<file path="config.mk">
export PLATFORM = sky130hd
export DESIGN_NAME = fir_sample_feeder
export DESIGN_NICKNAME = d
export VERILOG_FILES = /design/src/rtl/fir_pkg.sv /design/src/rtl/sample_fifo.sv /design/src/rtl/fir_sample_feeder.sv
export SDC_FILE = /design/constraint.sdc
export NUM_CORES = 1
export LEC_CHECK = 0
export BUFFER_PORTS_ARGS = -buffer_cell sky130_fd_sc_hd__buf_2
export CAP_MARGIN = 30
export CELL_PAD_IN_SITES_DETAIL_PLACEMENT = 0
export CELL_PAD_IN_SITES_GLOBAL_PLACEMENT = 1
export CORE_MARGIN = 2
export CORE_UTILIZATION = 47
export CTS_BUF_LIST = sky130_fd_sc_hd__clkbuf_8
export CTS_CLUSTER_DIAMETER = 100
export DETAILED_ROUTE_END_ITERATION = 8
export PLACE_DENSITY_LB_ADDON = 0.1
export SETUP_SLACK_MARGIN = 0.5
export SYNTH_ARGS = -nofsm -noshare
export SYNTH_HDL_FRONTEND = slang
export SYNTH_HIERARCHICAL = 1
export SYNTH_SLANG_ARGS = --single-unit
</file>
<file path="constraint.sdc">
create_clock -name CLK -period 2.6 [get_ports CLK]
set_clock_uncertainty 0.1 [all_clocks]
set_input_delay 0.13 -clock CLK [delete_from_list [all_inputs] [get_ports CLK]]
set_output_delay 0.13 -clock CLK [all_outputs]
set_load 0.01 [all_outputs]
</file>
<file path="src/rtl/fir_pkg.sv">
// Shared definitions for the multicycle FIR datapath and its sample feeder.
// Holds the default sample format, feeder state encoding and a counter-width helper.
package fir_pkg;

    localparam int FIR_WI   = 1;
    localparam int FIR_WF   = 15;
    localparam int SAMPLE_W = FIR_WI + FIR_WF;

    typedef enum logic {
        ST_IDLE = 1'b0,
        ST_RUN  = 1'b1
    } feed_state_t;

    // Width of a counter that runs 0..taps-1; never narrower than one bit.
    function automatic int slot_w(input int taps);
        return (taps > 2) ? $clog2(taps) : 1;
    endfunction

endpackage

</file>
<file path="src/rtl/sample_fifo.sv">
// Small sample FIFO: synchronous write, head presented from the storage registers.
// Occupancy counter drives the full/empty flags; a write into a full FIFO is refused.
module sample_fifo
    import fir_pkg::*;
#(
    parameter int W     = SAMPLE_W,
    parameter int DEPTH = 4,
    parameter int CNT_W = $clog2(DEPTH + 1)
) (
    input  logic             CLK,
    input  logic             RST,
    input  logic             wr_en,
    input  logic [W-1:0]     wr_data,
    input  logic             rd_en,
    output logic [W-1:0]     rd_data,
    output logic             full,
    output logic             empty,
    output logic [CNT_W-1:0] count
);

    localparam int PTR_W = (DEPTH > 1) ? $clog2(DEPTH) : 1;

    logic [W-1:0]     mem [DEPTH];
    logic [PTR_W-1:0] wr_ptr;
    logic [PTR_W-1:0] rd_ptr;
    logic             wr_fire;
    logic             rd_fire;

    assign full    = (count == CNT_W'(DEPTH));
    assign empty   = (count == '0);
    assign wr_fire = wr_en && !full;
    assign rd_fire = rd_en && !empty;
    assign rd_data = mem[rd_ptr];

    // NOTE: storage has no reset; only the pointers and count define what is valid.
    always_ff @(posedge CLK) begin
        if (wr_fire) begin
            mem[wr_ptr] <= wr_data;
        end
    end

    // NOTE: state registers use non-blocking assignments so every flop sees pre-edge values.
    always_ff @(posedge CLK or posedge RST) begin
        if (RST) begin
            wr_ptr <= '0;
            rd_ptr <= '0;
            count  <= '0;
        end else begin
            if (wr_fire) begin
                wr_ptr <= wr_ptr + PTR_W'(1);
            end
            if (rd_fire) begin
                rd_ptr <= rd_ptr + PTR_W'(1);
            end
            unique case ({wr_fire, rd_fire})
                2'b10:   count <= count + CNT_W'(1);
                2'b01:   count <= count - CNT_W'(1);
                default: count <= count;
            endcase
        end
    end

endmodule

</file>
<file path="src/rtl/fir_sample_feeder.sv">
// Rate adapter: buffers producer samples and issues one to the FIR every TAPSIZE cycles,
// inserting a zero sample (and flagging underflow) when the buffer runs dry.
module fir_sample_feeder
    import fir_pkg::*;
#(
    parameter int TAPSIZE = 3,
    parameter int WI      = FIR_WI,
    parameter int WF      = FIR_WF,
    parameter int DEPTH   = 4
) (
    input  logic                         CLK,
    input  logic                         RST,
    input  logic [WI+WF-1:0]             in_data,
    input  logic                         in_valid,
    output logic                         in_ready,
    input  logic                         enable,
    input  logic                         clr_underflow,
    output logic [WI+WF-1:0]             x,
    output logic                         x_load,
    output logic                         underflow,
    output logic [$clog2(DEPTH+1)-1:0]   fill
);

    localparam int SW     = WI + WF;
    localparam int SLOT_W = slot_w(TAPSIZE);

    feed_state_t       state_q, state_d;
    logic [SLOT_W-1:0] slot_q, slot_d;
    logic [SW-1:0]     x_q;
    logic              x_load_q;
    logic              underflow_q;

    logic              issue;
    logic              pop;
    logic [SW-1:0]     head;
    logic              full;
    logic              empty;

    sample_fifo #(
        .W     (SW),
        .DEPTH (DEPTH),
        .CNT_W ($clog2(DEPTH + 1))
    ) u_fifo (
        .CLK     (CLK),
        .RST     (RST),
        .wr_en   (in_valid),
        .wr_data (in_data),
        .rd_en   (pop),
        .rd_data (head),
        .full    (full),
        .empty   (empty),
        .count   (fill)
    );

    assign in_ready  = !full;
    assign x         = x_q;
    assign x_load    = x_load_q;
    assign underflow = underflow_q;

    // NOTE: every combinational output gets a default first so no latch is inferred.
    always_comb begin
        state_d = state_q;
        slot_d  = slot_q;
        issue   = 1'b0;
        pop     = 1'b0;
        unique case (state_q)
            ST_IDLE: begin
                if (enable && !empty) begin
                    state_d = ST_RUN;
                    slot_d  = '0;
                    issue   = 1'b1;
                    pop     = 1'b1;
                end
            end
            ST_RUN: begin
                if (enable) begin
                    if (slot_q == SLOT_W'(TAPSIZE - 1)) begin
                        slot_d = '0;
                        issue  = 1'b1;
                        pop    = !empty;
                    end else begin
                        slot_d = slot_q + SLOT_W'(1);
                    end
                end
            end
            default: state_d = ST_IDLE;
        endcase
    end

    always_ff @(posedge CLK or posedge RST) begin
        if (RST) begin
            state_q     <= ST_IDLE;
            slot_q      <= '0;
            x_q         <= '0;
            x_load_q    <= 1'b0;
            underflow_q <= 1'b0;
        end else begin
            state_q  <= state_d;
            slot_q   <= slot_d;
            x_load_q <= issue;
            if (issue) begin
                x_q <= pop ? head : '0;
            end
            // Zero insertion outranks a same-edge clear.
            if (issue && !pop) begin
                underflow_q <= 1'b1;
            end else if (clr_underflow) begin
                underflow_q <= 1'b0;
            end
        end
    end

endmodule

</file>
==> metrics <==
switching part of the total power=0.2918; CTS tree=done; I/O pin cnt=43; CTS Root Cell=clkbuf_8; RSZ-0062 raised after global routing=yes; power per cell area=1026 nW/um^2; most frequent cell after synthesis=edfxtp_1; Leakage=1.773 nW; Critical-path top delay cell=dfrtp_2; Critical Path Source=u_fifo/count[1]; PortBufs=42; Syn. warnings=6; maximum net fanout on the critical path=3; Post-DP Area=3945 um^2; GRT Residual Overflow=0; Slew HR=0.4510; Max IR drop VDD=410.0 uV; Die ar.=8375 um^2; CP delay by family, top=adder cells; critical path type=flop to flop; drt total wl=6325 um; Max Slew Vio Count=0; Hold Path Class=input pin to flop; fin crit period=2.110 ns; clock power share=0.213; GRT Max-Usage Layer=met2; Mapped Area=3600 um^2; Worst Path Arrival=2.28 ns; design area=4441 um^2; worst stage delay on the critical path=0.40 ns; EDFF count, synth=64; highest clock rate=0.4740 GHz; count of cell types in the netlist=28; htree depth=3; via count=1866; CTS clk-pin slew, worst paths=0.09 ns; # clock sinks=92; clock latency on the worst-skew pair=0.35 ns; setup TNS=0 ns; syn_area_per_cell=20.00 um^2; post-synthesis cell count=180; Least-Margin Pin Slew=0.8226 ns; antenna-violating nets left=0; final hold slack=0.1265 ns; Rows=31; met2 usage=0.2763; Critical Path Stages=10; Area growth syn-to-layout=23.36%; fin util=0.6057; Worst Setup EP=u_fifo/count[2]; startpoint types=flop; First-pass DRT Iterations=5; Syn Nets=207; Sequential Power Share=0.480; All-Layer GR Usage=0.1658; Tcrit/Tclk final=0.8115; layout cells sized above 1=0.3872; combinational share of power=0.307; r2r endpoint=u_fifo/count[2]; status=complete, no violations; CP endpoint kind=flop; Most used DFF post-synth=edfxtp_1; met1 usage=0.2115; final hold violations=0; total CTS buffers=9; vias in the first global route=2002; most common library cells after synthesis=edfxtp_1, dfrtp_1, inv_1, a22o_1; Yosys reg bits=92; R2R setup slack=0.49 ns; die width=91.52 um; Int Pwr=3.225 mW; grt met3 use=0.04315; sw power=1.329 mW; top cells by area, synth=edfxtp_1, dfrtp_1, mux4_1; MaxCap Viol Count=0; # setup viols final=0; sequential area share after synthesis=0.7285; Vias/cell=5.112; Final WS setup=0.4902 ns; Core ar.=7331 um^2; Initial Util=0.4910; pin count of the biggest net entering global routing=22; post-detail-place hpwl=3896 um; # diodes=0; Cell Chain, Critical Path=nor3_4 > nand2b_4 > o21ba_4 > o31a_1 > ha_2 > inv_2 > fa_2 > xor2_1 > nor2_1 > xor2_1; largest buffer count on any clock path=2; cell with the most instances on the worst path=xor2_1; antenna violations before repair=0; routability cong.=0.6916; first-pass GRT wire length=10180 um; Setup WS pre-CTS=0.3095 ns; wire per inst=17.33 um; Final #Nets=288; post-synthesis cell type with the largest combined area=edfxtp_1; Critical Path RT=2.77 ns; post-synth top area share=0.5339; die height=91.52 um; R2R depth=10; 1st-iter DRT viols=86; Post-route DRC=0; CP Buf/Inv Count=1; Reg-to-Reg Start=u_fifo/count[1]; fraction of registers with async set/reset=0.3043
==> worst reg2reg max path, delay by kind of cell, from the launching register on <==
| family | cells | cell delay [ns] |
|---|---|---|
| xor+xnor | 2 | 0.30 |
| flops | 1 | 0.40 |
| simple gates | 3 | 0.32 |
| compound gates | 2 | 0.37 |
| buf+inv | 1 | 0.04 |
| fa+ha+maj | 2 | 0.52 |
==> worst min-delay path by stage <==
stage	start	endpoint	slack, ns	cells past startpoint
floorplan	RST	u_fifo/rd_ptr[0]	-0.17	1
global placement	RST	u_fifo/rd_ptr[1]	-0.01	2
detailed placement	RST	u_fifo/rd_ptr[1]	0.002	2
CTS	in_valid	u_fifo/wr_ptr[0]	0.12	4
global route	in_valid	u_fifo/wr_ptr[0]	0.14	4
finish	in_valid	u_fifo/wr_ptr[0]	0.13	4
==> timing repair <==
action | CTS | global route
pin swaps | 4 | 0
endpoints found under the hold margin | 94 | 0
gates resized for setup | 4 | 1
hold buffers | 20 | 0
gates cloned | 0 | 0
buffers inserted | 6 | 1
setup endpoints to repair | 2 | 2
==> metrics by stage <==
| stage | cells | power (mW) |
|---|---|---|
| floorplan | 180 | 3.094 |
| CTS | 364 | 4.610 |
| detailed placement | 322 | 3.533 |
| global route | 365 | 4.823 |
| global placement | 322 | 3.467 |
| finish | 365 | 4.554 |
==> kinds of logic after synthesis <==
family                     count (synthesis)  share of synthesized area
DFF                                       92                     0.7285
muxes                                     19                     0.1175
and+or+nand+nor                           17                    0.02885
AOI/OAI and AO/OA                         21                    0.05422
adders and majority gates                  6                    0.02294
xor gates and xnor gates                   6                    0.01460
buffers and inverters                     19                    0.03337
==> power groups by stage <==
stage	clock network, mW	logic (mW)	registers, mW
final	0.972	1.40	2.18
after CTS	1.01	1.42	2.18
after detailed placement	0	1.29	2.24
after global routing	1.07	1.52	2.23
after floorplan	0	0.860	2.23
after global placement	0	1.25	2.21
==> state kept, by name, summed over array words and instances (netlist names) <==
name	count
x	16
u_fifo/rd_ptr	2
x_load	1
u_fifo/count	3
underflow	1
state_q	1
slot_q	2
u_fifo/wr_ptr	2
u_fifo/mem	64
==> final cells by class <==
| cell class | count | area (um^2) |
|---|---|---|
| tap | 99 | 123.9 |
| clock buffer | 11 | 151.4 |
| fill | 551 | 2890 |
| sequential | 92 | 2626 |
| timing repair buffer | 77 | 535.5 |
| multi-input combinational | 69 | 898.4 |
| inverter | 12 | 45.04 |
| clock inverter | 5 | 60.06 |
==> metal layers <==
| metal | up-vias | routed length (um) |
|---|---|---|
| met4 | 0 | 54 |
| met3 | 4 | 311 |
| li1 | 865 | - |
| met2 | 44 | 3164 |
| met5 | - | 0 |
| met1 | 953 | 2795 |
==> layout by cell type (no fill, tap or decap) <==
cell / synthesis / routed
mux4_1: 8 / 8
clkbuf_8: 0 / 11
xor2_1: 3 / 3
nor2b_4: 1 / 2
buf_4: 0 / 14
o21ba_4: 0 / 1
a22o_2: 7 / 7
o22ai_1: 1 / 1
ha_1: 5 / 4
mux2i_1: 1 / 1
ha_2: 0 / 1
bufinv_16: 0 / 1
and2_1: 4 / 4
inv_1: 12 / 11
mux4_2: 8 / 8
nand2b_1: 2 / 1
dlygate4sd3_1: 0 / 20
nor2_1: 2 / 2
buf_2: 2 / 42
buf_12: 1 / 1
mux2_2: 2 / 2
o31a_1: 1 / 1
dfrtp_2: 0 / 3
clkinvlp_4: 0 / 1
clkinv_4: 0 / 2
fa_2: 0 / 1
edfxtp_1: 64 / 64
dfrtp_1: 28 / 25
nand2_1: 5 / 5
xnor2_1: 3 / 3
inv_2: 0 / 1
nor3b_4: 0 / 1
clkinv_2: 0 / 1
o211ai_2: 1 / 1
a22o_1: 10 / 10
nand2b_4: 0 / 1
nor3_4: 0 / 1
Note: power is estimated with default switching activity, not from simulation.
